<file path="src/rtl/uart_rx_bit_timer.sv">
// uart_rx_bit_timer: bit-timing engine for the UART receiver.
// Counts oversampling clocks within a bit and bits within a frame, and emits
// three mid-bit sample strobes plus bit-done / frame-done pulses.
// Ports:
//   clk, rst         - rising-edge clock, async active-high reset
//   enable           - counting enable from the RX FSM (low = idle/clear)
//   prescale         - clocks per bit (clamped to >= 4)
//   data_bits        - data bits per frame (clamped to 5..MAX_DATA_BITS)
//   par_en, stop2    - parity bit present, two stop bits
//   edge_cnt         - position within the current bit
//   bit_cnt          - bit index within the frame (0 = start bit)
//   busy             - frame in progress, configuration latched
//   sample_strb/idx  - sample-point strobe and which of the three it is
//   bit_done         - last clock of the current bit
//   frame_done       - last clock of the last bit of the frame
module uart_rx_bit_timer #(
  parameter int unsigned PRESCALE_W    = 6,
  parameter int unsigned MAX_DATA_BITS = 9
) (
  input  logic                  clk,
  input  logic                  rst,
  input  logic                  enable,
  input  logic [PRESCALE_W-1:0] prescale,
  input  logic [3:0]            data_bits,
  input  logic                  par_en,
  input  logic                  stop2,
  output logic [PRESCALE_W-1:0] edge_cnt,
  output logic [3:0]            bit_cnt,
  output logic                  busy,
  output logic                  sample_strb,
  output logic [1:0]            sample_idx,
  output logic                  bit_done,
  output logic                  frame_done
);

  localparam int unsigned CNT_W = 4;
  localparam logic [PRESCALE_W-1:0] P_MIN = PRESCALE_W'(4);
  localparam logic [CNT_W-1:0]      D_MIN = CNT_W'(5);
  localparam logic [CNT_W-1:0]      D_MAX = CNT_W'(MAX_DATA_BITS);

  typedef enum logic {
    S_IDLE = 1'b0,
    S_RUN  = 1'b1
  } state_t;

  state_t                  state_q, state_d;
  logic [PRESCALE_W-1:0]   edge_q, edge_d;
  logic [CNT_W-1:0]        bit_q, bit_d;
  logic [PRESCALE_W-1:0]   p_lat_q, p_lat_d;
  logic [CNT_W-1:0]        len_lat_q, len_lat_d;

  logic [PRESCALE_W-1:0]   p_live, p_eff, p_last, mid;
  logic [CNT_W-1:0]        d_live, len_live, len_eff, len_last;
  logic                    wrap, last_bit, active;

  // Clamp the live configuration and pick live vs. latched values
  always_comb begin
    p_live = (prescale < P_MIN) ? P_MIN : prescale;
    if (data_bits < D_MIN) begin
      d_live = D_MIN;
    end else if (data_bits > D_MAX) begin
      d_live = D_MAX;
    end else begin
      d_live = data_bits;
    end
    // start + data + parity + stop (+ second stop)
    len_live = CNT_W'(2) + d_live + CNT_W'(par_en) + CNT_W'(stop2);
    p_eff    = (state_q == S_RUN) ? p_lat_q   : p_live;
    len_eff  = (state_q == S_RUN) ? len_lat_q : len_live;
    p_last   = p_eff - PRESCALE_W'(1);
    len_last = len_eff - CNT_W'(1);
    mid      = p_eff >> 1;
    wrap     = (edge_q == p_last);
    last_bit = (bit_q == len_last);
  end

  // Pulse decode; rst is included so nothing fires while reset is held
  always_comb begin
    active      = enable & ~rst;
    bit_done    = active & wrap;
    frame_done  = active & wrap & last_bit;
    sample_strb = 1'b0;
    sample_idx  = 2'd0;
    if (active) begin
      if (edge_q == mid - PRESCALE_W'(1)) begin
        sample_strb = 1'b1;
        sample_idx  = 2'd0;
      end else if (edge_q == mid) begin
        sample_strb = 1'b1;
        sample_idx  = 2'd1;
      end else if (edge_q == mid + PRESCALE_W'(1)) begin
        sample_strb = 1'b1;
        sample_idx  = 2'd2;
      end
    end
  end

  // Next-state: latch config on frame start, count edges and bits
  always_comb begin
    state_d   = state_q;
    edge_d    = edge_q;
    bit_d     = bit_q;
    p_lat_d   = p_lat_q;
    len_lat_d = len_lat_q;
    if (!enable) begin
      state_d = S_IDLE;
      edge_d  = '0;
      bit_d   = '0;
    end else begin
      if (state_q == S_IDLE) begin
        state_d   = S_RUN;
        p_lat_d   = p_live;
        len_lat_d = len_live;
      end
      if (wrap) begin
        edge_d = '0;
        if (last_bit) begin
          // frame end: drop busy so the next cycle re-latches config
          bit_d   = '0;
          state_d = S_IDLE;
        end else begin
          bit_d = bit_q + CNT_W'(1);
        end
      end else begin
        edge_d = edge_q + PRESCALE_W'(1);
      end
    end
  end

  // State registers
  always_ff @(posedge clk or posedge rst) begin
    if (rst) begin
      state_q   <= S_IDLE;
      edge_q    <= '0;
      bit_q     <= '0;
      p_lat_q   <= P_MIN;
      len_lat_q <= '0;
    end else begin
      state_q   <= state_d;
      edge_q    <= edge_d;
      bit_q     <= bit_d;
      p_lat_q   <= p_lat_d;
      len_lat_q <= len_lat_d;
    end
  end

  assign edge_cnt = edge_q;
  assign bit_cnt  = bit_q;
  assign busy     = (state_q == S_RUN);

endmodule

</file>
<file path="config.mk">
export PLATFORM = sky130hd
export DESIGN_NAME = uart_rx_bit_timer
export DESIGN_NICKNAME = d
export VERILOG_FILES = /design/src/rtl/uart_rx_bit_timer.sv
export SDC_FILE = /design/constraint.sdc
export NUM_CORES = 1
export LEC_CHECK = 0
export ABC_AREA = 1
export CORE_ASPECT_RATIO = 1.1
export CORE_MARGIN = 5
export CORE_UTILIZATION = 45
export DETAILED_ROUTE_END_ITERATION = 16
export PLACE_DENSITY = 0.69
export SYNTH_ARGS = -nofsm -noshare
export SYNTH_HDL_FRONTEND = slang
export SYNTH_SLANG_ARGS = --single-unit
export TNS_END_PERCENT = 20
</file>
<file path="constraint.sdc">
create_clock -name clk -period 3.6 [get_ports clk]
set_input_delay 0.72 -clock clk [delete_from_list [all_inputs] [get_ports clk]]
set_output_delay 0.72 -clock clk [all_outputs]
set_load 0.02 [all_outputs]
</file>
# After elaboration in Yosys (flattened, before gate mapping)
# Index checks and enable logic that the tools add are counted.
dict set report word_totals {
  regBits 21
  input_bits 15
  output_inout_bits 16
  wordCells 48
}
dict set report op_classes {
  n_addsub 9
  magnitude_cmp 3
  eq_ne 6
  muxes 21
  n_bitwise 4
}
# op count
set ops {}
lappend ops {{$mux W4} 6}
lappend ops {{$mux W6} 4}
lappend ops {{$eq A6 B6 Y1} 3}
lappend ops {{$add A4 B1 Y4} 2}
lappend ops {{$mux W2} 4}
lappend ops {{$mux W1} 7}
lappend ops {{$add A5 B1 Y6 const B} 1}
lappend ops {{$add A6 B1 Y6 const B} 1}
lappend ops {{$eq A6 B5 Y1} 1}
lappend ops {{$lt A6 B3 Y1 const B} 1}
lappend ops {{$sub A5 B1 Y6 const B} 1}
lappend ops {{$sub A6 B1 Y6 const B} 1}
lappend ops {{$add A2 B4 Y4 const A} 1}
lappend ops {{$add A4 B1 Y4 const B} 1}
lappend ops {{$eq A4 B4 Y1} 1}
lappend ops {{$gt A4 B4 Y1 const B} 1}
lappend ops {{$lt A4 B3 Y1 const B} 1}
lappend ops {{$sub A4 B1 Y4 const B} 1}
lappend ops {{$and A1 B1 Y1} 3}
lappend ops {{$ne A2 B1 Y1 const B} 1}
lappend ops {{$not A1 Y1} 1}

# Depth between registers and ports, before layout
dict set report logic_depth {
  depth_word 12
  mapped_depth 18
  mapped_depth_nobuf 18
}

# Worst setup path after synthesis
# OpenSTA, ideal clock, no wires.
dict set report synth_timing {
  path_kind {input-to-output}
  startpoint {input port data_bits[1]}
  endpoint {output port frame_done}
  arrival_time_ns 3.031
  required_ns 2.880
  path_slack_ns -0.151
  cell_stages 11
  path_buffers 0
  cell_sequence {or3_1 > a21oi_1 > fa_1 > nand2_1 > o21ai_2 > ha_1 > xor2_1 > nand3_1 > nor2_1 > nand2_2 > nor3_1}
}
dict set report synth_between {
  elab_chain_len 10
  word_cells_on_any_way 11
  classes_between {4 x add/sub; 2 x order compare; 1 x eq/ne; 3 x mux; 1 x bitwise}
}
# item line
set synth_rtl {}
lappend synth_rtl {{from (decl)} 24} ;# input logic [3:0] data_bits,
lappend synth_rtl {{$gt A4 B4 Y1} 61} ;# end else if (data_bits > D_MAX) begin
lappend synth_rtl {{$mux W4} 61}
lappend synth_rtl {{$mux W4 *} 59} ;# if (data_bits < D_MIN) begin
lappend synth_rtl {{$add A2 B4 Y4 *} 67} ;# len_live = CNT_W'(2) + d_live + CNT_W'(par_en) + CNT_W'(stop2);
lappend synth_rtl {{$add A4 B1 Y4 * (2 in series)} 67}
lappend synth_rtl {{$mux W4 *} n/a}
lappend synth_rtl {{$sub A4 B1 Y4 *} 71} ;# len_last = len_eff - CNT_W'(1);
lappend synth_rtl {{$eq A4 B4 Y1 *} 74} ;# last_bit = (bit_q == len_last);
lappend synth_rtl {{$and A1 B1 Y1 *} 81} ;# frame_done = active & wrap & last_bit;
lappend synth_rtl {{to (decl)} 33} ;# output logic frame_done
# Every way passes the cells marked *; elsewhere a longest branch is shown, timed or not.

# Worst setup path in the final report
# Ends and elaborated chain as after synthesis.

==> impl_metrics.toml <==
[route]
totalWireLength_mm = 4.57
drt_iter0_markers = 83
viasPerCell = 4.86
wire_per_inst_um = 11.6
vias = 1910
dr.pass1.iters = 4
final_antenna_net_count = 0
drcViolationCount = 0

[sta]
hold_viol = 0
holdWs_ns = 0.491
grt_setup_unrepaired = "true"
setup_viol = 1
fin_crit_ns = 3.62
slew_headroom = 0.460
maxSlewViolCount = 0
finClkSkew_ns = 0.00245
worst_slack_ns = -0.0172
max_freq_mhz = 276
post-route-period-util = 1.00
tightestPinTransition_ns = 0.809

[clocking]
cts_root_buffer = "clkbuf_8"
cts_buffers = 3
cts_max_level = 1
clock_path_buffers = 2
cts_sinks = 21
clkTransAtPathRegs_ns = 0.07
insertion_delay_ns = 0.26
cts_tree = "yes"

[power_and_ir_drop]
powerDensity_nw_per_um2 = 494
clkPwrFrac = 0.121
p_int_mw = 0.710
power.share.sequential = 0.268
power_switching_mw = 0.560
irDropWorstVdd_uv = 273
switching_share = 0.441
p_comb_frac = 0.611
leakage_nw = 1.33

[worst_hold_path]
hold_start = "len_lat_q[2]"
hold_class = "reg2reg"
hold_end = "len_lat_q[2]"
hold_path_depth = 2

[global_routing]
grt_max_degree = 25
grt_pass1_vias = 1794
grt_util_all_layers = 0.169
antenna_found_initial = 0
grt_overflow_total = 0
grt_pass1_wl_mm = 7.82

[setup_path]
endpoint_kind = "primary output"
reg2reg_slack_ns = 1.36
path_delay_family = "simple AND/OR/NAND/NOR gates"
regToRegStartpoint = "busy"
cp-start-kind = "primary input"
crit_fanout = 2
cp_slowest_cell = "fa_2"
worstPathArrival_ns = 2.90
worstPathCellList = "buf_6, or3_4, a21oi_4, fa_2, nand2_2, o21ai_2, ha_4, xor2_1, nand3_1, nor2_2, nand2_2, nor3_2, buf_4"
cp_slowest_stage_delay_ns = 0.44
crit_required_ns = 2.88
path_common_cell = "nand2_2"
path_buf_inv = 2
worst-setup-path-type = "in2out"
regToRegEndpoint = "bit_cnt[0]"
rr_worst_depth = 15

[synthesis]
netlist_area_um2 = 1900
yosysWarnings = 0
yosys_register_bits = 21
synth_top_cell_area_share = 0.263
syn_inst = 282
yosys-top-cells-area = "dfrtp_1 (26%), nand2_1 (18%), nand3_1 (8.2%)"
synth_seq_area_share = 0.277
synth_top_cell_by_area = "dfrtp_1"
avgSynthCellArea_um2 = 6.75
async_reset_ff_frac = 1.00
synthDistinctLibCells = 33
synth_edf_count = 0
synthFlopType = "dfrtp_1"
synth_fp_nets = 306

[layout]
seq_area_um2 = 527
antennaDiodeCount = 0
synthToLayoutAreaGrowth_pct = 35.2
multiInputGateArea_um2 = 1290
final_common_cell = "nand2_1"
layout_common_cells = "nand2_1 (88), buf_4 (34), nand3_1 (31)"
nFillCells = 380
nNetsFinal = 366
drive_gt1_frac = 0.249
utilization = 0.639

[status]
status = "finished with violations"
violations = "negative setup slack"

[die]
io-pin-count = 31
die_area_um2 = 5630
fp-row-count = 24
start_util = 0.473
core_um2 = 4020
die_h_um = 78.2
die_w_um = 72.0

[place]
place.gp.congestion = 0.876
hpwl_mm = 3.50
dp_slack_ns = -0.961
place.port_buffers = 30

[job]
maxCapViolCount = 0
## per-layer routing
metal | GRT usage | up-vias | share of wire | routed length (um)
li1 | - | 1000 | - | -
met1 | 0.220 | 857 | 0.46 | 2090
met2 | 0.290 | 43 | 0.49 | 2240
met3 | 0.0217 | 10 | 0.034 | 155
met4 | 0.0545 | 0 | 0.019 | 88
met5 | 0 | - | 0 | 0
## cell type report
cell class                 count  share of cell area
multi-input combinational    221               0.501
sequential                    21               0.205
timing repair buffer          61               0.201
inverter                      34              0.0501
tap                           52              0.0253
clock buffer                   4              0.0175
## timing repair
action,CTS,global route
setup buffers,1,2
hold buffers,0,0
endpoints found under the setup margin,4,5
gates resized for setup,41,14
pin swaps,11,6
## power by group through the flow
stage	sequential, mW	clock [mW]	combinational, mW
floorplan	0.350	0	0.499
global placement	0.343	0	0.723
detailed placement	0.343	0	0.730
CTS	0.341	0.162	0.762
global route	0.350	0.168	0.872
finish	0.341	0.154	0.776
## sequential cells by signal (all words and copies together), names as in the netlist
name       count
edge_cnt       6
p_lat_q        6
bit_cnt        4
len_lat_q      4
busy           1
## how the worst max path moves through the flow
stage / from / slack [ns] / end / depth (start not counted)
2_1_floorplan: data_bits[1] / 0.008 / frame_done / 11
3_3_place_gp: data_bits[3] / -0.93 / frame_done / 16
3_5_place_dp: data_bits[3] / -0.96 / frame_done / 17
4_1_cts: data_bits[1] / -0.05 / frame_done / 15
5_1_grt: data_bits[1] / -0.13 / frame_done / 14
6_report: data_bits[1] / -0.02 / frame_done / 13
## logic make-up (layout without fill, tap and decap cells)
group,after synthesis,count (layout),share of synthesized area
buffers and inverters,40,99,0.0920
DFF,21,21,0.277
AOI/OAI and AO/OA,17,17,0.0486
adders and majority gates,9,9,0.0631
xor gates and xnor gates,16,16,0.0815
and+or+nand+nor,179,179,0.438
## stage by stage
| stage | TNS (ns) | std cells | cell area, um2 | power (mW) |
|---|---|---|---|---|
| 2_1_floorplan | 0 | 282 | 1910 | 0.849 |
| 3_3_place_gp | -1.96 | 386 | 2440 | 1.07 |
| 3_5_place_dp | -2.01 | 386 | 2440 | 1.07 |
| 4_1_cts | -0.0480 | 391 | 2530 | 1.26 |
| 5_1_grt | -0.241 | 393 | 2570 | 1.39 |
| 6_report | -0.0172 | 393 | 2570 | 1.27 |
## worst reg2reg max path, stage by stage (launching register included)
cell and delay, ns:
dfrtp_1 0.53, inv_2 0.06, buf_4 0.20, nand2_2 0.09, o21ai_2 0.07, ha_4 0.27, xor2_1 0.14, nand3_1 0.09
nor2_2 0.12, nand2_2 0.07, buf_4 0.13, buf_4 0.14, nand2_1 0.07, nor2_1 0.04, nand2_1 0.07, nand2_1 0.04
## cell usage after synthesis, types with 2 or more instances
cell type  instances
inv_2              2
xor2_1            12
nand2_1           90
nor3_1             3
nand2_4            6
ha_1               8
buf_6              3
o21ai_2            2
clkbuf_1           2
nor2_2             3
nand4_1            3
nor2_1            28
xnor2_1            2
nand3_1           31
dfrtp_1           20
inv_1             31
a21oi_1            3
nand2_2            7
or2_1              2
o21ai_0           11
No activity file was read; power rests on OpenSTA's default activity.
